<file path="src/rtl/radix_digit_histogram_if.sv">
// AXI-stream style channel shared by the key input and offset output.
// master drives data/valid/last, slave answers with ready.
interface radix_digit_histogram_if #(
  parameter int W = 32
);
  logic [W-1:0] tdata;
  logic         tvalid;
  logic         tready;
  logic         tlast;

  modport master (
    output tdata, tvalid, tlast,
    input  tready
  );

  modport slave (
    input  tdata, tvalid, tlast,
    output tready
  );
endinterface

</file>
<file path="src/rtl/radix_digit_histogram.sv">
// Radix-sort digit histogram: counts one digit of each key per frame,
// then streams the exclusive prefix offsets for every bucket.
module radix_digit_histogram #(
  parameter int KEY_W   = 32,
  parameter int DIGIT_W = 4,
  parameter int CNT_W   = 16,
  localparam int NB     = 1 << DIGIT_W,
  localparam int NP     = KEY_W / DIGIT_W,
  localparam int PW     = (NP > 1) ? $clog2(NP) : 1
) (
  input  logic          ACLK,
  input  logic          ARESET,
  input  logic          start,
  input  logic [PW-1:0] pass_idx,
  radix_digit_histogram_if.slave  s_key,
  radix_digit_histogram_if.master m_off,
  output logic          busy,
  output logic          done,
  output logic          overflow
);

  typedef enum logic [2:0] {
    IDLE, CLEAR, COUNT, SCAN, OUT, DONE
  } state_t;

  state_t             state;
  logic [PW-1:0]      pidx;
  logic [CNT_W-1:0]   cnt [NB];
  logic [CNT_W-1:0]   off [NB];
  logic [CNT_W-1:0]   acc;
  logic [DIGIT_W-1:0] idx;
  logic [DIGIT_W-1:0] idx_nxt;
  logic [DIGIT_W-1:0] digit;
  logic               key_hs;
  logic               off_hs;
  logic               idx_last;

  assign digit    = DIGIT_W'(s_key.tdata >> (pidx * DIGIT_W));
  assign key_hs   = s_key.tvalid & s_key.tready;
  assign off_hs   = m_off.tvalid & m_off.tready;
  assign idx_nxt  = idx + 1'b1;
  assign idx_last = (idx == DIGIT_W'(NB - 1));

  always_ff @(posedge ACLK) begin
    if (ARESET) begin
      state        <= IDLE;
      pidx         <= '0;
      acc          <= '0;
      idx          <= '0;
      s_key.tready <= 1'b0;
      m_off.tvalid <= 1'b0;
      m_off.tdata  <= '0;
      m_off.tlast  <= 1'b0;
      busy         <= 1'b0;
      done         <= 1'b0;
      overflow     <= 1'b0;
      for (int i = 0; i < NB; i++) begin
        cnt[i] <= '0;
        off[i] <= '0;
      end
    end else begin
      done <= 1'b0;
      unique case (state)
        IDLE: begin
          if (start) begin
            pidx     <= pass_idx;
            overflow <= 1'b0;
            busy     <= 1'b1;
            state    <= CLEAR;
          end
        end
        CLEAR: begin
          for (int i = 0; i < NB; i++)
            cnt[i] <= '0;
          s_key.tready <= 1'b1;
          state        <= COUNT;
        end
        COUNT: begin
          if (key_hs) begin
            // saturate instead of wrapping so a huge bucket stays maximal
            if (&cnt[digit])
              overflow <= 1'b1;
            else
              cnt[digit] <= cnt[digit] + 1'b1;
            if (s_key.tlast) begin
              s_key.tready <= 1'b0;
              acc          <= '0;
              idx          <= '0;
              state        <= SCAN;
            end
          end
        end
        SCAN: begin
          off[idx] <= acc;
          acc      <= acc + cnt[idx];
          idx      <= idx_nxt;
          if (idx_last) begin
            // off[0] is always zero, so the first beat needs no lookup
            m_off.tvalid <= 1'b1;
            m_off.tdata  <= '0;
            m_off.tlast  <= (NB == 1);
            state        <= OUT;
          end
        end
        OUT: begin
          if (off_hs) begin
            if (idx_last) begin
              m_off.tvalid <= 1'b0;
              m_off.tlast  <= 1'b0;
              done         <= 1'b1;
              state        <= DONE;
            end else begin
              m_off.tdata <= off[idx_nxt];
              m_off.tlast <= (idx_nxt == DIGIT_W'(NB - 1));
              idx         <= idx_nxt;
            end
          end
        end
        DONE: begin
          busy  <= 1'b0;
          state <= IDLE;
        end
        default: state <= IDLE;
      endcase
    end
  end

endmodule

</file>
<file path="src/flat_wrapper.sv">
// flat-port wrapper written by rule: the top's interface ports become plain ports
module radix_digit_histogram_flat 
#(
  parameter int KEY_W   = 32,
  parameter int DIGIT_W = 4,
  parameter int CNT_W   = 16,
  localparam int NB     = 1 << DIGIT_W,
  localparam int NP     = KEY_W / DIGIT_W,
  localparam int PW     = (NP > 1) ? $clog2(NP) : 1
)
  (ACLK, ARESET, start, pass_idx, busy, done, overflow, s_key_tdata, s_key_tvalid, s_key_tlast, s_key_tready, m_off_tdata, m_off_tvalid, m_off_tlast, m_off_tready);
  radix_digit_histogram_if #(.W(32)) s_key_i ();
  radix_digit_histogram_if #(.W(16)) m_off_i ();
  input  logic ACLK;
  input  logic ARESET;
  input  logic start;
  input  logic [PW-1:0] pass_idx;
  output logic busy;
  output logic done;
  output logic overflow;
  input wire logic [$bits(s_key_i.tdata)-1:0] s_key_tdata;
  input wire logic [$bits(s_key_i.tvalid)-1:0] s_key_tvalid;
  input wire logic [$bits(s_key_i.tlast)-1:0] s_key_tlast;
  output wire logic [$bits(s_key_i.tready)-1:0] s_key_tready;
  output wire logic [$bits(m_off_i.tdata)-1:0] m_off_tdata;
  output wire logic [$bits(m_off_i.tvalid)-1:0] m_off_tvalid;
  output wire logic [$bits(m_off_i.tlast)-1:0] m_off_tlast;
  input wire logic [$bits(m_off_i.tready)-1:0] m_off_tready;
  assign s_key_i.tdata = s_key_tdata;
  assign s_key_i.tvalid = s_key_tvalid;
  assign s_key_i.tlast = s_key_tlast;
  assign s_key_tready = s_key_i.tready;
  assign m_off_tdata = m_off_i.tdata;
  assign m_off_tvalid = m_off_i.tvalid;
  assign m_off_tlast = m_off_i.tlast;
  assign m_off_i.tready = m_off_tready;
  radix_digit_histogram #(.KEY_W(KEY_W), .DIGIT_W(DIGIT_W), .CNT_W(CNT_W)) u_core (.ACLK(ACLK), .ARESET(ARESET), .start(start), .pass_idx(pass_idx), .s_key(s_key_i), .m_off(m_off_i), .busy(busy), .done(done), .overflow(overflow));
endmodule
</file>
<file path="config.mk">
export PLATFORM = sky130hd
export DESIGN_NAME = radix_digit_histogram_flat
export DESIGN_NICKNAME = d
export VERILOG_FILES = /design/src/rtl/radix_digit_histogram_if.sv /design/src/rtl/radix_digit_histogram.sv /design/src/flat_wrapper.sv
export SDC_FILE = /design/constraint.sdc
export NUM_CORES = 1
export LEC_CHECK = 0
export CAP_MARGIN = 20
export CORE_MARGIN = 2
export CORE_UTILIZATION = 50
export DETAILED_ROUTE_END_ITERATION = 8
export PLACE_DENSITY = 0.64
export SLEW_MARGIN = 30
export SYNTH_ARGS = -nofsm -noshare
export SYNTH_HDL_FRONTEND = slang
export SYNTH_SLANG_ARGS = --single-unit
</file>
<file path="constraint.sdc">
create_clock -name ACLK -period 15.47 [get_ports ACLK]
set_clock_uncertainty 0.05 [all_clocks]
set_input_delay 3.094 -clock ACLK [delete_from_list [all_inputs] [get_ports ACLK]]
set_output_delay 3.094 -clock ACLK [all_outputs]
set_load 0.1 [all_outputs]
</file>
==> flow_summary.yaml <==
clock_tree:
  post_cts_buffers: 0
  cts_hold_buffers: 0
  numClockSinks: 564
  clock_path_buffers: 3
  cts.htree.levels: 2
  clk_pin_slew_worst_paths_ns: 0.06
  cts_tree: "built"
  cts_made_buffers: 58
  clockRootBuffer: "clkbuf_16"
  cts-resized-gates: 0
  clock_latency_ns: 0.62
routing:
  vias_per_cell: 6.26
  drt_drc_violations_left: 0
  wl_microns: 86500
  dr.pass1.iters: 7
  detail-route-antenna-nets: 0
  vias: 19089
  wl_per_cell_microns: 28.4
  drt-initial-drc-count: 2301
logic_synthesis:
  ys_seq_elements: 564
  synthMuxAreaShare: 0.143
  synth-simple-area-share: 0.198
  synth_edf_count: 512
  synth_top_area_cell: "edfxtp_1"
  synth_cell_types: 56
  synth_seq_area_share: 0.569
  syn_inst: 2270
  synth_top_family_by_area: "simple AND/OR/NAND/NOR gates"
  synthTopCellsByCount: "edfxtp_1, nand2_1, nor2b_1, and2_1, mux4_2"
  async_reset_ff_frac: 0
  yosys.area.top_type_share: 0.533
  syn_area_per_cell_sq_um: 12.7
  synth-xor-area-share: 0.00942
  synthTopCellsByArea: "edfxtp_1, mux4_2, nor2b_1"
  synth_area_sq_mm: 0.0288
  synth-compound-area-share: 0.0405
  synth_most_common_cell: "edfxtp_1"
  synth_nets: 2332
  ys.warnings.count: 0
  ys.flop_type: "edfxtp_1"
  synth_adder_area_share: 0.00937
cells_and_area:
  fin_nets: 2299
  area_growth_pct: 10.4
  drive_above_1_share: 0.150
  nFillCells: 4689
  diodes: 0
  multi_input_area_sq_mm: 0.0117
  stdcell_area_sq_mm: 0.0318
  final_util: 0.555
  regArea_sq_mm: 0.0164
setup_path:
  critPathKind: "in -> reg"
  rrSetupSlack_ns: 9.12
  crit_required_ns: 15.68
  arrival_ns: 8.72
  startpoint_type: "input port"
  endpoint_kind: "flop"
  critPathMaxFanout: 63
timing:
  finalCritPeriodShare: 0.550
  whs_ns: 0.428
  slew_headroom: 0.275
  fin_setup_tns_ns: 0
  setup_viol: 0
  max_slew.worst_pin.slew_ns: 1.08
  rsz0062_at_grt: "no"
  fin_crit_ns: 8.51
  drv_slew: 0
  hold_viol: 0
  max_freq_ghz: 0.117
run:
  maxCapViolCount: 0
floorplan:
  ioPinCount: 63
  initial_utilization: 0.503
  coreArea_sq_mm: 0.0574
  rows: 88
  die_width_microns: 244
  die-height_microns: 244
  die_area_sq_mm: 0.0596
placement:
  portBuffers: 62
  place_area_sq_mm: 0.0301
  dp_hpwl_microns: 57100
  globalplace.congestion: 1.01
pwr:
  power.leakage_nw: 11.7
  power_density_mw_per_mm2: 117
  ir_worst_vdd_uv: 84.0
global_route:
  grt_max_degree: 69
  antenna_found_initial: 2
  first_global_vias: 18532
  overflow: 0
  track_usage: 0.291
  grt_pass1_wl_microns: 126000
status:
  outcome: "finished, final reports clean"
hold_path:
  min_path_type: "reg -> reg"
==> state kept, by name, summed over array words and instances, names as in the netlist, named ones only <==
| register | count |
|---|---|
| u_core.cnt | 256 |
| u_core.off | 256 |
| u_core.acc | 16 |
| u_core.m_off.tdata | 16 |
| u_core.idx | 4 |
| u_core.pidx | 3 |
| u_core.state | 3 |
| u_core.busy | 1 |
| u_core.done | 1 |
| u_core.m_off.tlast | 1 |
| u_core.m_off.tvalid | 1 |
| u_core.overflow | 1 |
| u_core.s_key.tready | 1 |
==> cells in the final DEF, fill, tap and decap left out, types with 6 or more instances in the layout <==
cell               n
nor3_1            13
a21oi_1           55
nor2_1            65
xor2_1             6
nor4_2             7
clkdlybuf4s50_1   61
edfxtp_1         512
ha_1              18
a211oi_2          16
clkbuf_1          17
or2_1              9
nand4_1            6
dfxtp_1           49
nor2b_1          195
a22oi_1           11
and3_1           149
buf_4             42
xnor2_1           10
nand2_1          280
nand3_1          108
clkinv_2           7
a32oi_1           27
or2_2             16
clkbuf_16         58
mux4_2           153
clkinv_1          17
inv_1             12
mux2i_1           62
xnor2_2           13
a21o_1            12
and2_1           194
o21ai_0           11
==> cells by family after synthesis <==
group           Yosys count
compound gates          161
xor+xnor                 31
fa+ha+maj                21
buf+inv                 210
flops                   564
mux                     221
simple gates           1062
==> worst max-delay path, cell delays in order <==
cell and delay [ns]:
clkdlybuf4s50_1 0.46, mux4_2 0.28, mux2_4 0.58, buf_4 0.69, nor2_1 0.20, a32oi_1 0.24
nand3_1 0.17, a21oi_4 0.76, ha_2 0.38, nand3_1 0.24, nor3_4 0.24, buf_4 0.42
a211oi_2 0.30, or2_1 0.61
==> metrics by stage <==
step           total power [mW]  instances  setup WS, ns
2_1_floorplan              2.10       2270          8.15
3_3_place_gp               2.40       2942          6.58
3_5_place_dp               2.41       2942          6.48
4_1_cts                    3.70       3048          7.11
5_1_grt                    3.80       3048          6.79
6_report                   3.72       3048          6.96
==> layout make-up <==
type,instances,share of cell area
timing repair buffer,105,0.0296
multi-input combinational,1496,0.369
sequential,564,0.516
tap,765,0.0301
clock inverter,31,0.00692
clock buffer,75,0.0476
inverter,12,0.00141
==> routing by layer <==
layer  part of all wire  vias up  GRT usage
met5            0.00036        -          0
met4              0.060        4      0.148
met3              0.078      263     0.0463
met2               0.50     1034      0.492
met1               0.37     9504      0.363
li1                   -     8284          -
==> power breakdown <==
part | internal, mW | switching [mW]
combinational | 0.153 | 0.459
clock | 0.723 | 0.591
sequential | 1.74 | 0.0537
total | 2.61 | 1.10
==> path summary, 6_finish.rpt <==
path | startpoint | endpoint | cells past startpoint
max | s_key_tdata[16] | u_core.cnt[7][7] | 14
min | u_core.overflow | u_core.overflow | 2
max reg2reg | u_core.pidx[0] | u_core.cnt[7][7] | 12
min reg2reg | u_core.overflow | u_core.overflow | 2
Note: power is estimated with default switching activity, not from simulation.
